$ cat config.mk
export PLATFORM = sky130hd
export DESIGN_NAME = shift_stage
export DESIGN_NICKNAME = d
export VERILOG_FILES = /design/src/rtl/shift_stage.sv
export SDC_FILE = /design/constraint.sdc
export NUM_CORES = 1
export LEC_CHECK = 0
export CAP_MARGIN = 20
export CORE_ASPECT_RATIO = 1.4
export CORE_MARGIN = 5
export CORE_UTILIZATION = 55
export DETAILED_ROUTE_END_ITERATION = 8
export PLACE_DENSITY_LB_ADDON = 0.05
export SLEW_MARGIN = 20
export SYNTH_ARGS = -nofsm -noshare
export SYNTH_HDL_FRONTEND = slang
export SYNTH_SLANG_ARGS = --single-unit
$ cat constraint.sdc
create_clock -name clk -period 2.2 [get_ports clk]
set_input_delay 0.33 -clock clk [delete_from_list [all_inputs] [get_ports clk]]
set_output_delay 0.33 -clock clk [all_outputs]
set_load 0.005 [all_outputs]
$ cat src/rtl/shift_stage.sv
// Multi-pass shift stage: logical-left / arithmetic-right by 0-31 using a 0-15 Shifter per pass.
// Latency: 2 edges (amount 0-15 or rotate), 3 edges (16-30), 4 edges (31), counting the accept edge.
// Backpressure: result parks in HOLD until out_ready; a new request is taken in HOLD only with out_ready.
// Optional feature: define SHIFT_ROTATE_EN to add a single-pass rotate (in_rotate, amount in_amount[3:0]).

// Combinational 16-bit shifter, 0-15 positions per pass: left fills zeros, right replicates bit 15.
module Shifter (
   input  logic [15:0] shift_string,
   input  logic [3:0]  shift_amount,
   input  logic        left,
   output logic [15:0] r
);
   logic signed [15:0] sra;

   // Compute the arithmetic right shift in its own signed variable so the sign fill is kept.
   assign sra = $signed(shift_string) >>> shift_amount;
   assign r   = left ? (shift_string << shift_amount) : sra;
endmodule

module shift_stage #(
   parameter int DATA_W = 16,
   parameter int AMT_W  = 5
) (
   input  logic              clk,
   input  logic              reset,
   input  logic              in_valid,
   output logic              in_ready,
   input  logic [DATA_W-1:0] in_data,
   input  logic [AMT_W-1:0]  in_amount,
   input  logic              in_left,
   input  logic              in_rotate,
   output logic              out_valid,
   input  logic              out_ready,
   output logic [DATA_W-1:0] out_data,
   output logic              busy
);
   typedef enum logic [1:0] {IDLE, SHIFT, HOLD} state_t;

   state_t            state_q, state_d;
   logic [DATA_W-1:0] work_q, work_d;
   logic [AMT_W-1:0]  rem_q, rem_d;
   logic              dir_q, dir_d;
   logic [3:0]        step;
   logic [AMT_W-1:0]  rem_after;
   logic [DATA_W-1:0] shf_r;
   logic              accept;

`ifdef SHIFT_ROTATE_EN
   logic                rot_q, rot_d;
   logic [2*DATA_W-1:0] rot_l, rot_r;
   logic [DATA_W-1:0]   rot_res;

   // Rotate by the low four amount bits, computed locally on a doubled copy of the operand.
   always_comb begin
      rot_l   = {work_q, work_q} << rem_q[3:0];
      rot_r   = {work_q, work_q} >> rem_q[3:0];
      rot_res = dir_q ? rot_l[2*DATA_W-1:DATA_W] : rot_r[DATA_W-1:0];
   end
`else
   logic unused_rotate;
   assign unused_rotate = in_rotate;
`endif

   // Each pass shifts by at most 15, the widest step the Shifter supports.
   assign step      = (rem_q > AMT_W'(15)) ? 4'd15 : rem_q[3:0];
   assign rem_after = rem_q - AMT_W'(step);

   Shifter u_shifter (
      .shift_string (work_q),
      .shift_amount (step),
      .left         (dir_q),
      .r            (shf_r)
   );

   // Ready is suppressed while reset is held so nothing is taken during reset.
   assign in_ready  = !reset && ((state_q == IDLE) || ((state_q == HOLD) && out_ready));
   assign accept    = in_valid && in_ready;
   assign out_valid = (state_q == HOLD);
   assign out_data  = work_q;
   assign busy      = (state_q != IDLE);

   // Next-state logic: shift passes in SHIFT, park in HOLD, accept new work from IDLE or draining HOLD.
   always_comb begin
      state_d = state_q;
      work_d  = work_q;
      rem_d   = rem_q;
      dir_d   = dir_q;
`ifdef SHIFT_ROTATE_EN
      rot_d   = rot_q;
`endif
      case (state_q)
         SHIFT: begin
`ifdef SHIFT_ROTATE_EN
            if (rot_q) begin
               work_d  = rot_res;
               rem_d   = '0;
               state_d = HOLD;
            end else
`endif
            begin
               work_d = shf_r;
               rem_d  = rem_after;
               if (rem_after == '0) state_d = HOLD;
            end
         end
         HOLD: begin
            if (out_ready) state_d = IDLE;
         end
         default: ;
      endcase
      // Accept overrides the HOLD drain so back-to-back requests skip IDLE.
      if (accept) begin
         work_d  = in_data;
         rem_d   = in_amount;
         dir_d   = in_left;
         state_d = SHIFT;
`ifdef SHIFT_ROTATE_EN
         rot_d   = in_rotate;
`endif
      end
   end

   // State and datapath registers, cleared asynchronously so a reset discards any operation.
   always_ff @(posedge clk or posedge reset) begin
      if (reset) begin
         state_q <= IDLE;
         work_q  <= '0;
         rem_q   <= '0;
         dir_q   <= 1'b0;
`ifdef SHIFT_ROTATE_EN
         rot_q   <= 1'b0;
`endif
      end else begin
         state_q <= state_d;
         work_q  <= work_d;
         rem_q   <= rem_d;
         dir_q   <= dir_d;
`ifdef SHIFT_ROTATE_EN
         rot_q   <= rot_d;
`endif
      end
   end
endmodule
==> flow_metrics.tcl <==
set metrics [dict create \
    status "finished, final reports clean" \
    hp-class "input port to async pin" \
    cts_root_buffer "clkbuf_8" \
    vias 3397 \
    hpwl_mm 8.35 \
    drt_wl_total_mm 11.5 \
    final_cell_mix "buf_4, clkdlybuf4s50_1, nand2_1, a21oi_1, nor2_1" \
    critPathKind "register to register" \
    dieArea_sq_um 6580 \
    yosys.area_share.simple 0.195 \
    power_density_nw_per_um2 297 \
    clockBufferDepth 2 \
    htree_levels 1 \
    yosysSeqAreaShare 0.217 \
    slew_headroom 0.564 \
    crit_required_ns 2.39 \
    drive_gt1_frac 0.247 \
    synthCells 333 \
    post_cts_hold_buffer_count 0 \
    core_area_sq_um 4880 \
    setup_tns_ns 0 \
    clkTransAtPathRegs_ns 0.10 \
    hold_viol 0 \
    synth_mux_area_frac 0.222 \
    utilization 0.759 \
    synth_area_leader_cell "dfrtp_1" \
    synth_xor_area_frac 0.00316 \
    gp_congestion 1.15 \
    vias_per_cell 7.24 \
    drv_cap 0 \
    netlist.area_leader.share 0.217 \
    grt_pass1_wl_mm 17.6 \
    drtPass1Iterations 5 \
    vdd_drop_max_mv 0.345 \
    worst_pin_slew_ns 0.654 \
    initial_core_util 0.568 \
    finalClockSkew_ns 0.0147 \
    synth_cell_type_count 63 \
    cts_sinks 24 \
    area_growth_pct 33.6 \
    synth_warnings 0 \
    path_cells "buf_12, nor2_8, buf_4, mux2i_1, mux4_2, o221ai_2, o21ai_2, o21ai_1" \
    fin_crit_ns 2.19 \
    cts_inserted_buffers 3 \
    syn_nets 361 \
    critPathCaptureType "register" \
    synth_top_family_by_area "compound AO/OA/AOI/OAI gates" \
    first_iter_violations 563 \
    antenna_found_initial 0 \
    grt_max_degree 25 \
    synth-async-reset-ratio 1.00 \
    synthAdderAreaFrac 0.00452 \
    final_common_cell "buf_4" \
    num_antenna_cells 0 \
    setup_viol 0 \
    die_y_um 94.0 \
    grt_usage 0.351 \
    grt_pass1_vias 3343 \
    slowest_delay_ns 0.55 \
    tritoncts "yes" \
    start_kind "register" \
    drtAntennaViolNets 0 \
    synth_area_sq_um 2770 \
    leakagePower_nw 1.50 \
    drc 0 \
    synthTopCellsByArea "dfrtp_1, mux4_2, mux2i_1" \
    grt_overflow_total 0 \
    fill_cells 373 \
    slowest_stage "mux4_2" \
    fmax_ghz 0.456 \
    synth.ff_latch_count 24 \
    fin_nets 434 \
    synth-compound-area-share 0.289 \
    drt-wirelength-per-cell_um 24.5 \
    num_io_pins 46 \
    die_w_um 70.0 \
    arrival_ns 2.38 \
    crit_path_max_fanout 13 \
    synth_ff_type "dfrtp_1" \
    synth_edf_count 0 \
    maxSlewViolCount 0 \
    clk_latency_ns 0.28 \
    port_buffers 44 \
    period_share 0.996 \
    rows 30 \
    avgSynthCellArea_sq_um 8.32 \
]
==> cell families after synthesis <==
group,after synthesis
muxes,42
xor gates and xnor gates,1
buffers and inverters,37
adders and majority gates,1
DFF,24
and+or+nand+nor,110
AOI/OAI and AO/OA,118
==> path summary, 6_finish.rpt <==
check / startpoint / end / slack, ns / depth (start not counted)
setup reg to reg: rem_q[4] / out_data[11] / 0.009 / 8
setup / recovery: rem_q[4] / out_data[11] / 0.009 / 8
min in group clk: in_left / dir_q / 0.57 / 3
hold reg to reg: out_data[2] / out_data[2] / 0.70 / 2
max in group asynchronous: reset / rem_q[1] / 1.36 / 4
hold / removal: reset / dir_q / 0.55 / 4
==> sequential cells by signal, summed over array words and instances (netlist names) <==
name,count
out_data,16
dir_q,1
rem_q,5
state_q,2
==> cells in the mapped netlist, types with 3 or more instances <==
| library cell | count |
|---|---|
| nand3_1 | 8 |
| clkbuf_1 | 13 |
| nor3_1 | 6 |
| mux2i_1 | 21 |
| buf_2 | 9 |
| a21o_1 | 3 |
| o22ai_1 | 3 |
| o21ai_0 | 19 |
| inv_1 | 6 |
| nor2b_1 | 4 |
| a22oi_1 | 11 |
| buf_4 | 3 |
| dfrtp_1 | 24 |
| buf_6 | 4 |
| o211ai_1 | 5 |
| a21oi_1 | 25 |
| mux4_2 | 15 |
| o21a_1 | 3 |
| nand2b_1 | 8 |
| mux2_2 | 4 |
| a31oi_1 | 7 |
| o22a_1 | 3 |
| o21ai_1 | 10 |
| and3_1 | 4 |
| o311ai_1 | 4 |
| nor2_1 | 24 |
| nand2_1 | 41 |
==> layout make-up <==
cell class | instances | area [sq um] | area share
clock buffers | 3 | 41.3 | 0.0112
clock inverters | 1 | 30.0 | 0.00811
inverters | 7 | 26.3 | 0.00710
multi-input cells | 272 | 2030 | 0.550
flip-flops and latches | 24 | 603 | 0.163
well taps | 64 | 80.1 | 0.0216
repair buffers | 98 | 887 | 0.240
==> power breakdown <==
group	leakage, nW	internal, mW	switching [mW]
registers	0.280	0.450	0.0286
clock network	0.0357	0.244	0.158
logic	1.19	0.117	0.102
==> through the flow <==
stage | instance area, sq um | hold slack, ns | setup WS (ns) | instances | power (mW)
2_1_floorplan | 2770 | 0.345 | 0.211 | 333 | 0.568
3_5_place_dp | 3540 | 0.653 | -0.0714 | 462 | 0.691
3_3_place_gp | 3540 | 0.646 | -0.00195 | 462 | 0.688
6_report | 3700 | 0.549 | 0.00854 | 469 | 1.10
4_1_cts | 3630 | 0.567 | 0.0446 | 468 | 1.09
5_1_grt | 3700 | 0.572 | -0.00591 | 469 | 1.14
==> metal layers <==
metal / GRT usage / vias up / part of all wire
met1: 0.403 / 1544 / 0.33
met3: 0.0782 / 97 / 0.12
li1: - / 1423 / -
met2: 0.575 / 333 / 0.46
met4: 0.244 / 0 / 0.085
met5: 0 / - / 0
==> what timing repair did <==
item	CTS	global route
setup buffers	2	1
setup endpoints to repair	2	8
resized for setup	1	14
pin swaps	1	2
cloned	0	0
==> critical path: cells and delay by family (launching register included) <==
kind | cells | cell delay [ns]
mux | 2 | 0.70
simple gates | 1 | 0.16
buf+inv | 2 | 0.34
flops | 1 | 0.42
compound gates | 3 | 0.47
Note: power is estimated with default switching activity, not from simulation.
